### src/rtl/fp_issue_ctrl.sv
// FP issue controller: takes the arbiter grant, issues one op to the shared
// FPU, routes the result (or a watchdog error) back to the granted requester.
module fp_issue_ctrl #(
    parameter int DW      = 32,
    parameter int OPW     = 4,
    parameter int TIMEOUT = 64,
    parameter int TW      = $clog2(TIMEOUT)
) (
    input  logic           clk,
    input  logic           rst_n,
    input  logic [3:0]     gnt,
    input  logic [3:0]     req,
    input  logic [4*DW-1:0]  req_a,
    input  logic [4*DW-1:0]  req_b,
    input  logic [4*OPW-1:0] req_op,
    output logic           busy,
    output logic           fpu_start,
    output logic [DW-1:0]  fpu_a,
    output logic [DW-1:0]  fpu_b,
    output logic [OPW-1:0] fpu_op,
    input  logic           fpu_done,
    input  logic [DW-1:0]  fpu_result,
    output logic [3:0]     rsp_valid,
    output logic [DW-1:0]  rsp_data,
    output logic           rsp_err,
    input  logic [3:0]     rsp_ack
);

    typedef enum logic [1:0] {
        IDLE  = 2'd0,
        ISSUE = 2'd1,
        WAIT  = 2'd2,
        RESP  = 2'd3
    } state_t;

    localparam logic [TW-1:0] TLAST = TW'(TIMEOUT - 1);

    state_t         state_q;
    logic [1:0]     idx_q;
    logic [TW-1:0]  timer_q;
    logic           busy_q;
    logic           start_q;
    logic [DW-1:0]  a_q;
    logic [DW-1:0]  b_q;
    logic [OPW-1:0] op_q;
    logic [3:0]     valid_q;
    logic [DW-1:0]  data_q;
    logic           err_q;

    logic [3:0]     hit;
    logic [1:0]     lo_idx;

    // Lowest-index requester among those both granted and requesting
    always_comb begin
        hit    = gnt & req;
        lo_idx = 2'd0;
        for (int i = 3; i >= 0; i--) begin
            if (hit[i]) lo_idx = 2'(i);
        end
    end

    always_ff @(posedge clk or negedge rst_n) begin
        if (!rst_n) begin
            state_q <= IDLE;
            idx_q   <= '0;
            timer_q <= '0;
            busy_q  <= 1'b0;
            start_q <= 1'b0;
            a_q     <= '0;
            b_q     <= '0;
            op_q    <= '0;
            valid_q <= '0;
            data_q  <= '0;
            err_q   <= 1'b0;
        end else begin
            start_q <= 1'b0;
            unique case (state_q)
                IDLE: begin
                    if (|hit) begin
                        idx_q   <= lo_idx;
                        a_q     <= req_a[int'(lo_idx)*DW +: DW];
                        b_q     <= req_b[int'(lo_idx)*DW +: DW];
                        op_q    <= req_op[int'(lo_idx)*OPW +: OPW];
                        start_q <= 1'b1;
                        busy_q  <= 1'b1;
                        state_q <= ISSUE;
                    end
                end
                ISSUE: begin
                    timer_q <= '0;
                    state_q <= WAIT;
                end
                WAIT: begin
                    timer_q <= timer_q + 1'b1;
                    // A completion on the last allowed cycle still counts
                    if (fpu_done) begin
                        data_q  <= fpu_result;
                        err_q   <= 1'b0;
                        valid_q <= 4'b0001 << idx_q;
                        state_q <= RESP;
                    end else if (timer_q == TLAST) begin
                        data_q  <= '0;
                        err_q   <= 1'b1;
                        valid_q <= 4'b0001 << idx_q;
                        state_q <= RESP;
                    end
                end
                RESP: begin
                    if (rsp_ack[idx_q]) begin
                        valid_q <= '0;
                        busy_q  <= 1'b0;
                        state_q <= IDLE;
                    end
                end
                default: state_q <= IDLE;
            endcase
        end
    end

    assign busy      = busy_q;
    assign fpu_start = start_q;
    assign fpu_a     = a_q;
    assign fpu_b     = b_q;
    assign fpu_op    = op_q;
    assign rsp_valid = valid_q;
    assign rsp_data  = data_q;
    assign rsp_err   = err_q;

endmodule
### config.mk
export PLATFORM = sky130hd
export DESIGN_NAME = fp_issue_ctrl
export DESIGN_NICKNAME = d
export VERILOG_FILES = /design/src/rtl/fp_issue_ctrl.sv
export SDC_FILE = /design/constraint.sdc
export NUM_CORES = 1
export LEC_CHECK = 0
export CAP_MARGIN = 20
export CORE_AREA = 5 5 161 163
export CTS_CLUSTER_SIZE = 24
export DETAILED_ROUTE_END_ITERATION = 10
export DIE_AREA = 0 0 166 168
export PLACE_DENSITY_LB_ADDON = 0.25
export SYNTH_ARGS = -nofsm -noshare
export SYNTH_HDL_FRONTEND = slang
export SYNTH_SLANG_ARGS = --single-unit
export TNS_END_PERCENT = 50
### constraint.sdc
create_clock -name clk -period 2.4 [get_ports clk]
set_input_delay 0.24 -clock clk [delete_from_list [all_inputs] [get_ports clk]]
set_output_delay 0.24 -clock clk [all_outputs]
set_load 0.02 [all_outputs]
==> results of run 1 <==
final timing paths:
check	startpoint	end	slack, ns
worst max-delay path	state_q[0]$_DFFE_PN0P_	rsp_valid[0]$_DFFE_PN0P_	0.47
worst min-delay path	rst_n	fpu_start$_DFF_PN0_	0.24
worst max register to register	state_q[0]$_DFFE_PN0P_	rsp_valid[0]$_DFFE_PN0P_	0.47
worst min register to register	fpu_op[0]$_DFFE_PN0P_	fpu_op[0]$_DFFE_PN0P_	0.47
max in group asynchronous	rst_n	rsp_data[25]$_DFFE_PN0P_	1.49
min in group clk	fpu_result[8]	rsp_data[8]$_DFFE_PN0P_	0.43
per-stage QoR:
step | area (um^2) | util [%] | cells | hold WS [ns] | total power, mW
2_1_floorplan | 7139 | - | 794 | -0.05559 | 6.615
3_3_place_gp | 11880 | 49.12 | 1491 | 0.1314 | 9.837
3_5_place_dp | 11880 | 49.12 | 1491 | 0.1302 | 9.911
4_1_cts | 12490 | 51.64 | 1524 | 0.2211 | 12.64
5_1_grt | 12490 | 51.65 | 1525 | 0.2579 | 13.20
6_report | 12490 | 51.67 | 1527 | 0.2411 | 12.49
registers in the layout, summed over array words and instances (netlist names), 2 cells and up:
| name | cells |
|---|---|
| fpu_op | 4 |
| fpu_a | 32 |
| rsp_data | 32 |
| idx_q | 2 |
| state_q | 2 |
| fpu_b | 32 |
| rsp_valid | 4 |
| timer_q | 6 |
worst max-delay path, stage by stage, from the launching register on:
cell,delay [ns]
sky130_fd_sc_hd__dfrtp_1,0.39
sky130_fd_sc_hd__inv_1,0.13
sky130_fd_sc_hd__ha_1,0.36
sky130_fd_sc_hd__inv_1,0.21
sky130_fd_sc_hd__a211oi_4,0.35
sky130_fd_sc_hd__mux2_2,0.37
cells by family after synthesis:
family,synth area share [%]
flip-flops,41.01
multiplexers,1.437
AO/OA/AOI/OAI,32.56
buffers and inverters,6.327
AND/OR/NAND/NOR,17.79
adder cells (fa/ha/maj),0.8763
cell usage in the layout (no fill, tap or decap), types with 2 or more instances in the layout:
master and instances:
sky130_fd_sc_hd__o22ai_1 3, sky130_fd_sc_hd__a22o_1 34, sky130_fd_sc_hd__nand2_2 3, sky130_fd_sc_hd__nor2_1 3, sky130_fd_sc_hd__diode_2 3, sky130_fd_sc_hd__nor3_1 70
sky130_fd_sc_hd__nand2_1 74, sky130_fd_sc_hd__bufinv_16 3, sky130_fd_sc_hd__ha_1 4, sky130_fd_sc_hd__a211oi_1 68, sky130_fd_sc_hd__clkdlybuf4s50_1 424, sky130_fd_sc_hd__o21ai_1 9
sky130_fd_sc_hd__buf_4 24, sky130_fd_sc_hd__inv_1 12, sky130_fd_sc_hd__nor2_2 2, sky130_fd_sc_hd__a21o_1 68, sky130_fd_sc_hd__nor3b_1 72, sky130_fd_sc_hd__clkbuf_1 2
sky130_fd_sc_hd__o21ai_4 2, sky130_fd_sc_hd__clkinvlp_4 3, sky130_fd_sc_hd__mux2_2 2, sky130_fd_sc_hd__o31ai_1 68, sky130_fd_sc_hd__buf_12 14, sky130_fd_sc_hd__nand3_1 5
sky130_fd_sc_hd__o21ai_0 65, sky130_fd_sc_hd__mux2_1 2, sky130_fd_sc_hd__clkinv_2 3, sky130_fd_sc_hd__clkbuf_16 17, sky130_fd_sc_hd__a21oi_1 5, sky130_fd_sc_hd__dfrtp_1 117
sky130_fd_sc_hd__mux2i_1 2, sky130_fd_sc_hd__clkinv_4 2
metal layers:
| metal | track usage, % | share of wire, % |
|---|---|---|
| met5 | 0 | 0 |
| met4 | 8.286 | 2.7 |
| met3 | 6.753 | 8.4 |
| met2 | 39.15 | 49 |
| met1 | 28.27 | 40 |
cell type report:
class / count / area [um^2]
fillers: 2216 / 11680
repair buffers: 463 / 4715
multi-input cells: 576 / 3792
flip-flops and latches: 117 / 2928
clock buffers: 20 / 446.7
well taps: 324 / 405.4
clock inverters: 12 / 153.9
inverters: 12 / 45.04
diodes: 3 / 7.507
what timing repair did:
action,4_1_cts,5_1_grt
setup endpoints to repair,0,0
endpoints found under the hold margin,17,0
hold buffers,1,0
where the power goes:
| group | internal [mW] | leakage [nW] | switching [mW] |
|---|---|---|---|
| clock network | 1.66 | 0.286 | 0.983 |
| registers | 2.90 | 1.46 | 0.545 |
| logic | 3.10 | 3.33 | 3.31 |
==> flow_results.xml, run 1 <==
<?xml version="1.0" encoding="UTF-8"?>
<metrics>
  <group name="setup_path">
    <metric name="worstSetupPathType" unit="">reg2reg</metric>
    <metric name="crit_arrival" unit="ns">2.22</metric>
    <metric name="worstPathMaxFanout" unit="">8</metric>
    <metric name="cells_on_worst_reg2reg_path" unit="">5</metric>
    <metric name="worst_ep_required_time" unit="ns">2.70</metric>
    <metric name="crit_path_start_kind" unit="">flop</metric>
    <metric name="worst_setup_path_end_kind" unit="">flop</metric>
  </group>
  <group name="clock_network">
    <metric name="htree_num_levels" unit="">4</metric>
    <metric name="clock_tree.root_cell" unit="">sky130_fd_sc_hd__clkbuf_16</metric>
    <metric name="tritoncts" unit="">yes</metric>
    <metric name="tritoncts.num_buffers" unit="">17</metric>
    <metric name="cts_sinks" unit="">117</metric>
    <metric name="clk_path_buf_depth" unit="">2</metric>
    <metric name="clk-insertion-delay-late" unit="ns">0.42</metric>
    <metric name="clk_pin_slew" unit="ns">0.06</metric>
    <metric name="post_cts_repair_timing_setup_buffer_count" unit="">0</metric>
    <metric name="post_cts_resized" unit="">0</metric>
  </group>
  <group name="drt">
    <metric name="post_drt_wl_per_cell" unit="um">22.21</metric>
    <metric name="drtIter0Drc" unit="">513</metric>
    <metric name="routed-via-count" unit="">8175</metric>
    <metric name="drtAntennaViolNets" unit="">0</metric>
    <metric name="detail_route.drc_violations" unit="">0</metric>
    <metric name="detail_route.wirelength" unit="um">33920</metric>
    <metric name="drt_pre_antenna_iters" unit="">5</metric>
    <metric name="post_drt_via_cell_ratio" unit="">5.354</metric>
  </group>
  <group name="logic_synthesis">
    <metric name="netlist.top_cell.by_area" unit="">sky130_fd_sc_hd__dfrtp_1</metric>
    <metric name="ys_seq_elements" unit="">117</metric>
    <metric name="synth_common_cells" unit="">sky130_fd_sc_hd__dfrtp_1 (117), sky130_fd_sc_hd__nand2_1 (77), sky130_fd_sc_hd__nor3b_1 (72)</metric>
    <metric name="post_synth_main_area_contributors" unit="">sky130_fd_sc_hd__dfrtp_1 (41%), sky130_fd_sc_hd__nor3b_1 (7.6%), sky130_fd_sc_hd__a211oi_1 (7.2%), sky130_fd_sc_hd__a21o_1 (7.2%), sky130_fd_sc_hd__o31ai_1 (7.2%)</metric>
    <metric name="synth.avg_cell_area" unit="um^2">8.992</metric>
    <metric name="asyncSetResetFlopFracSynth" unit="%">100.0</metric>
    <metric name="synthDominantCellAreaShare" unit="%">41.01</metric>
    <metric name="yosysSeqAreaShare" unit="%">41.01</metric>
    <metric name="yosysUniqueCellTypes" unit="">38</metric>
    <metric name="ys.flop_type" unit="">sky130_fd_sc_hd__dfrtp_1</metric>
    <metric name="yosysWarnings" unit="">0</metric>
    <metric name="post_synth_edffs" unit="">0</metric>
    <metric name="yosys.cell_count.top_type" unit="">sky130_fd_sc_hd__dfrtp_1</metric>
    <metric name="count_of_mapped_cells_out_of_synthesis" unit="">794</metric>
    <metric name="mappedNetlistNets" unit="">1118</metric>
    <metric name="syn-cell-area" unit="um^2">7139</metric>
  </group>
  <group name="timing">
    <metric name="worst_slew_pin_slew" unit="ns">0.4582</metric>
    <metric name="worst_slew_margin_rel" unit="%">69.39</metric>
    <metric name="period_utilization_post_route" unit="%">80.21</metric>
    <metric name="timing.final.max_slew_violations" unit="">0</metric>
    <metric name="min_period" unit="ns">1.925</metric>
    <metric name="setup_total_negative_slack" unit="ns">0</metric>
    <metric name="finalSetupViolCount" unit="">0</metric>
    <metric name="fin_skew" unit="ns">0.009325</metric>
    <metric name="hold_violations" unit="">0</metric>
    <metric name="fmax" unit="MHz">519.5</metric>
    <metric name="finalWorstSetupSlack" unit="ns">0.4750</metric>
    <metric name="grt_setup_unrepaired" unit="">no</metric>
  </group>
  <group name="power">
    <metric name="cellLeakagePower" unit="nW">5.071</metric>
    <metric name="power_per_cell_area" unit="nW/um^2">1000</metric>
    <metric name="irDropWorstVdd" unit="V">0.0005423</metric>
  </group>
  <group name="status">
    <metric name="outcome" unit="">finished clean</metric>
  </group>
  <group name="grt">
    <metric name="gr-usage-all-layers" unit="%">23.16</metric>
    <metric name="grt_antenna_before_repair" unit="">2</metric>
    <metric name="maximum_number_of_pins_on_one_net_before_global_route_repair" unit="">73</metric>
    <metric name="number_of_global_route_vias_before_repair" unit="">8252</metric>
    <metric name="gr-total-overflow" unit="">0</metric>
    <metric name="grt_pass1_wl" unit="um">50800</metric>
  </group>
  <group name="die">
    <metric name="fp.dieArea" unit="um^2">27890</metric>
    <metric name="coreArea" unit="um^2">24180</metric>
    <metric name="ioPinCount" unit="">426</metric>
    <metric name="die-height" unit="um">168</metric>
    <metric name="die_width" unit="um">166</metric>
    <metric name="core.rowCount" unit="">57</metric>
    <metric name="floorplan.initialDensity" unit="%">29.53</metric>
  </group>
  <group name="placed_design">
    <metric name="portbufs" unit="">425</metric>
    <metric name="detailed_place_hpwl" unit="um">24590</metric>
    <metric name="pre_cts_slack" unit="ns">0.2195</metric>
    <metric name="place_congestion" unit="">0.8519</metric>
  </group>
  <group name="finish">
    <metric name="syn2layout_area_growth" unit="%">74.99</metric>
    <metric name="num-nets-final" unit="">1511</metric>
    <metric name="final_layout_size_suffix_gt1_share" unit="%">7.083</metric>
  </group>
  <group name="hold_path">
    <metric name="min-delay-path-class" unit="">in2async</metric>
  </group>
  <group name="run">
    <metric name="cap_viol_max_count" unit="">0</metric>
  </group>
</metrics>
No activity file was read; power rests on OpenSTA's default activity.
==> inputs of run 2 (changes only) <==
clock period = 1.95 ns   (was 2.4 ns; I/O delays follow)
==> run 2 against run 1 <==
  * Sequential power grew 23%
  * Clock power up 27%
  * Wire length fell by 0.86%
  * Clock skew is essentially flat
  * Hold slack improved by 0.033 ns
  * Fmax up 6.1%
  * Combinational power is 27% higher
  * Total power rose by 26%
  * Register-to-register slack worse by 0.34 ns
  * Clock-buffer cell count is 2 lower
  * Via count is 0.35% lower
  * Largest cell class unchanged
==> flow_results.xml, run 2 (synthesis results as in run 1) <==
<?xml version="1.0" encoding="UTF-8"?>
<metrics>
  <group name="setup_path">
    <metric name="cells_on_worst_reg2reg_path" unit="">6</metric>
    <metric name="rrSetupSlack" unit="ns">0.14</metric>
    <metric name="crit_arrival" unit="ns">2.10</metric>
    <metric name="worst_r2r_endpoint" unit="">state_q[1]$_DFFE_PN0P_</metric>
    <metric name="worstPathMaxFanout" unit="">4</metric>
    <metric name="worst-path-buf-inv" unit="">1</metric>
    <metric name="worst_ep_required_time" unit="ns">2.24</metric>
    <metric name="crit_path_start_kind" unit="">flop</metric>
    <metric name="worst_path_max_delay_cell" unit="">sky130_fd_sc_hd__dfrtp_1</metric>
    <metric name="worst_setup_path_end_kind" unit="">flop</metric>
    <metric name="reg2reg_from" unit="">timer_q[0]$_DFFE_PN0P_</metric>
    <metric name="worstSetupPathType" unit="">reg2reg</metric>
    <metric name="crit_family" unit="">compound AO/OA/AOI/OAI gates</metric>
    <metric name="critPathMaxStageDelay" unit="ns">0.39</metric>
    <metric name="crit_chain" unit="">ha_1 -&gt; nand3_2 -&gt; o211a_1 -&gt; buf_4 -&gt; a211o_1 -&gt; mux2_4</metric>
  </group>
  <group name="die">
    <metric name="fp.dieArea" unit="um^2">27890</metric>
    <metric name="die-height" unit="um">168</metric>
    <metric name="floorplan.initialDensity" unit="%">29.53</metric>
    <metric name="core.rowCount" unit="">57</metric>
    <metric name="die_width" unit="um">166</metric>
    <metric name="coreArea" unit="um^2">24180</metric>
    <metric name="ioPinCount" unit="">426</metric>
  </group>
  <group name="timing">
    <metric name="grt_setup_unrepaired" unit="">no</metric>
    <metric name="fin_skew" unit="ns">0.009001</metric>
    <metric name="period_utilization_post_route" unit="%">93.02</metric>
    <metric name="min_period" unit="ns">1.814</metric>
    <metric name="worst_slew_margin_rel" unit="%">67.62</metric>
    <metric name="worst_slew_pin_slew" unit="ns">0.4793</metric>
    <metric name="finalWorstSetupSlack" unit="ns">0.1362</metric>
    <metric name="fmax" unit="MHz">551.3</metric>
    <metric name="hold_violations" unit="">0</metric>
    <metric name="finalSetupViolCount" unit="">0</metric>
    <metric name="timing.final.max_slew_violations" unit="">0</metric>
    <metric name="finalHoldWorstSlack" unit="ns">0.2744</metric>
  </group>
  <group name="placed_design">
    <metric name="portbufs" unit="">425</metric>
    <metric name="pre_cts_slack" unit="ns">-0.06425</metric>
    <metric name="dpl_cell_area" unit="um^2">12170</metric>
    <metric name="placedCellCount" unit="">1520</metric>
    <metric name="detailed_place_hpwl" unit="um">25740</metric>
    <metric name="place_congestion" unit="">0.8598</metric>
  </group>
  <group name="drt">
    <metric name="drtAntennaViolNets" unit="">0</metric>
    <metric name="detail_route.wirelength" unit="um">33620</metric>
    <metric name="drtIter0Drc" unit="">458</metric>
    <metric name="post_drt_wl_per_cell" unit="um">21.62</metric>
    <metric name="detail_route.drc_violations" unit="">0</metric>
    <metric name="post_drt_via_cell_ratio" unit="">5.239</metric>
    <metric name="routed-via-count" unit="">8146</metric>
    <metric name="drt_pre_antenna_iters" unit="">4</metric>
  </group>
  <group name="grt">
    <metric name="maximum_number_of_pins_on_one_net_before_global_route_repair" unit="">67</metric>
    <metric name="grt_pass1_wl" unit="um">49940</metric>
    <metric name="grt_antenna_before_repair" unit="">2</metric>
    <metric name="number_of_global_route_vias_before_repair" unit="">8286</metric>
    <metric name="gr-usage-all-layers" unit="%">22.77</metric>
    <metric name="gr-total-overflow" unit="">0</metric>
  </group>
  <group name="finish">
    <metric name="final_common_cell" unit="">sky130_fd_sc_hd__clkdlybuf4s50_1</metric>
    <metric name="final_cells" unit="">1555</metric>
    <metric name="most-common-layout-cells" unit="">sky130_fd_sc_hd__clkdlybuf4s50_1 (424), sky130_fd_sc_hd__dfrtp_1 (117), sky130_fd_sc_hd__nand2_1 (74), sky130_fd_sc_hd__nor3b_1 (72), sky130_fd_sc_hd__nor3_1 (70)</metric>
    <metric name="final_layout_size_suffix_gt1_share" unit="%">9.593</metric>
    <metric name="syn2layout_area_growth" unit="%">79.58</metric>
    <metric name="final_area" unit="um^2">12820</metric>
    <metric name="final_util" unit="%">53.03</metric>
    <metric name="num-nets-final" unit="">1541</metric>
  </group>
  <group name="clock_network">
    <metric name="tritoncts.num_buffers" unit="">17</metric>
    <metric name="htree_num_levels" unit="">4</metric>
    <metric name="clk_path_buf_depth" unit="">2</metric>
    <metric name="tritoncts" unit="">yes</metric>
    <metric name="clk_pin_slew" unit="ns">0.06</metric>
    <metric name="clock_tree.root_cell" unit="">sky130_fd_sc_hd__clkbuf_16</metric>
    <metric name="cts_sinks" unit="">117</metric>
    <metric name="clk-insertion-delay-late" unit="ns">0.41</metric>
  </group>
  <group name="power">
    <metric name="irDropWorstVdd" unit="V">0.0005716</metric>
    <metric name="sw_frac_of_total" unit="%">38.64</metric>
    <metric name="cellLeakagePower" unit="nW">5.260</metric>
    <metric name="p_clk_share" unit="%">21.4</metric>
    <metric name="sequentialPowerShare" unit="%">26.9</metric>
    <metric name="power.combinational.fraction" unit="%">51.7</metric>
    <metric name="power_per_cell_area" unit="nW/um^2">1225</metric>
    <metric name="power.switching" unit="mW">6.069</metric>
    <metric name="power_report.internal_total" unit="mW">9.639</metric>
  </group>
  <group name="run">
    <metric name="cap_viol_max_count" unit="">0</metric>
  </group>
  <group name="hold_path">
    <metric name="min-delay-path-class" unit="">in2async</metric>
  </group>
  <group name="status">
    <metric name="outcome" unit="">finished clean</metric>
  </group>
</metrics>
run 2: through the flow:
stage	total power, mW	TNS (ns)
floorplan	8.142	0
global placement	12.35	-0.04322
detailed placement	12.43	-0.3327
CTS	15.89	0
global route	16.60	0
finish	15.71	0
run 2: how the worst max path moves through the flow:
stage	endpoint	startpoint	slack, ns	depth (start not counted)
CTS	rsp_valid[3]$_DFFE_PN0P_	timer_q[0]$_DFFE_PN0P_	0.12	5
finish	state_q[1]$_DFFE_PN0P_	timer_q[0]$_DFFE_PN0P_	0.14	6
floorplan	state_q[1]$_DFFE_PN0P_	idx_q[0]$_DFFE_PN0P_	0.28	4
global route	rsp_valid[0]$_DFFE_PN0P_	timer_q[0]$_DFFE_PN0P_	0.04	5
global placement	state_q[1]$_DFFE_PN0P_	gnt[1]	-0.03	6
detailed placement	fpu_a[9]$_DFFE_PN0P_	req[2]	-0.06	7
run 2: layout make-up:
type                            count  area [um^2]
Clock buffer                       18        439.2
Fill cell                        2248        11360
Sequential cell                   117         2928
Inverter                           12        45.04
Multi-Input combinational cell    576         3797
Tap cell                          324        405.4
Antenna cell                        1        2.502
Timing Repair Buffer              493         5015
Clock inverter                     14        188.9
run 2: routing by layer:
layer / wire length, um / global-route usage [%] / up-vias
met5: 7 / 0 / -
met3: 2675 / 6.893 / 42
li1: - / - / 3846
met1: 13530 / 27.26 / 3897
met4: 878 / 6.671 / 2
met2: 16530 / 39.63 / 359
run 2: worst register-to-register path: stages (launching register included):
cell and delay (ns):
sky130_fd_sc_hd__dfrtp_1 0.39, sky130_fd_sc_hd__ha_1 0.22, sky130_fd_sc_hd__nand3_2 0.12, sky130_fd_sc_hd__o211a_1 0.27, sky130_fd_sc_hd__buf_4 0.15, sky130_fd_sc_hd__a211o_1 0.25, sky130_fd_sc_hd__mux2_4 0.30
run 2: power by group through the flow:
stage               sequential (mW)  combinational (mW)  clock [mW]
global route                   4.36                8.68        3.56
global placement               4.22                8.13           0
detailed placement             4.26                8.18           0
finish                         4.23                8.12        3.36
CTS                            4.24                8.21        3.45
floorplan                      5.47                2.67           0
run 2: timing repair:
item	in CTS	in global routing
resized for setup	0	1
setup endpoints to repair	0	2
hold buffers	1	0
hold endpoints to repair	25	0
buffers inserted	0	1
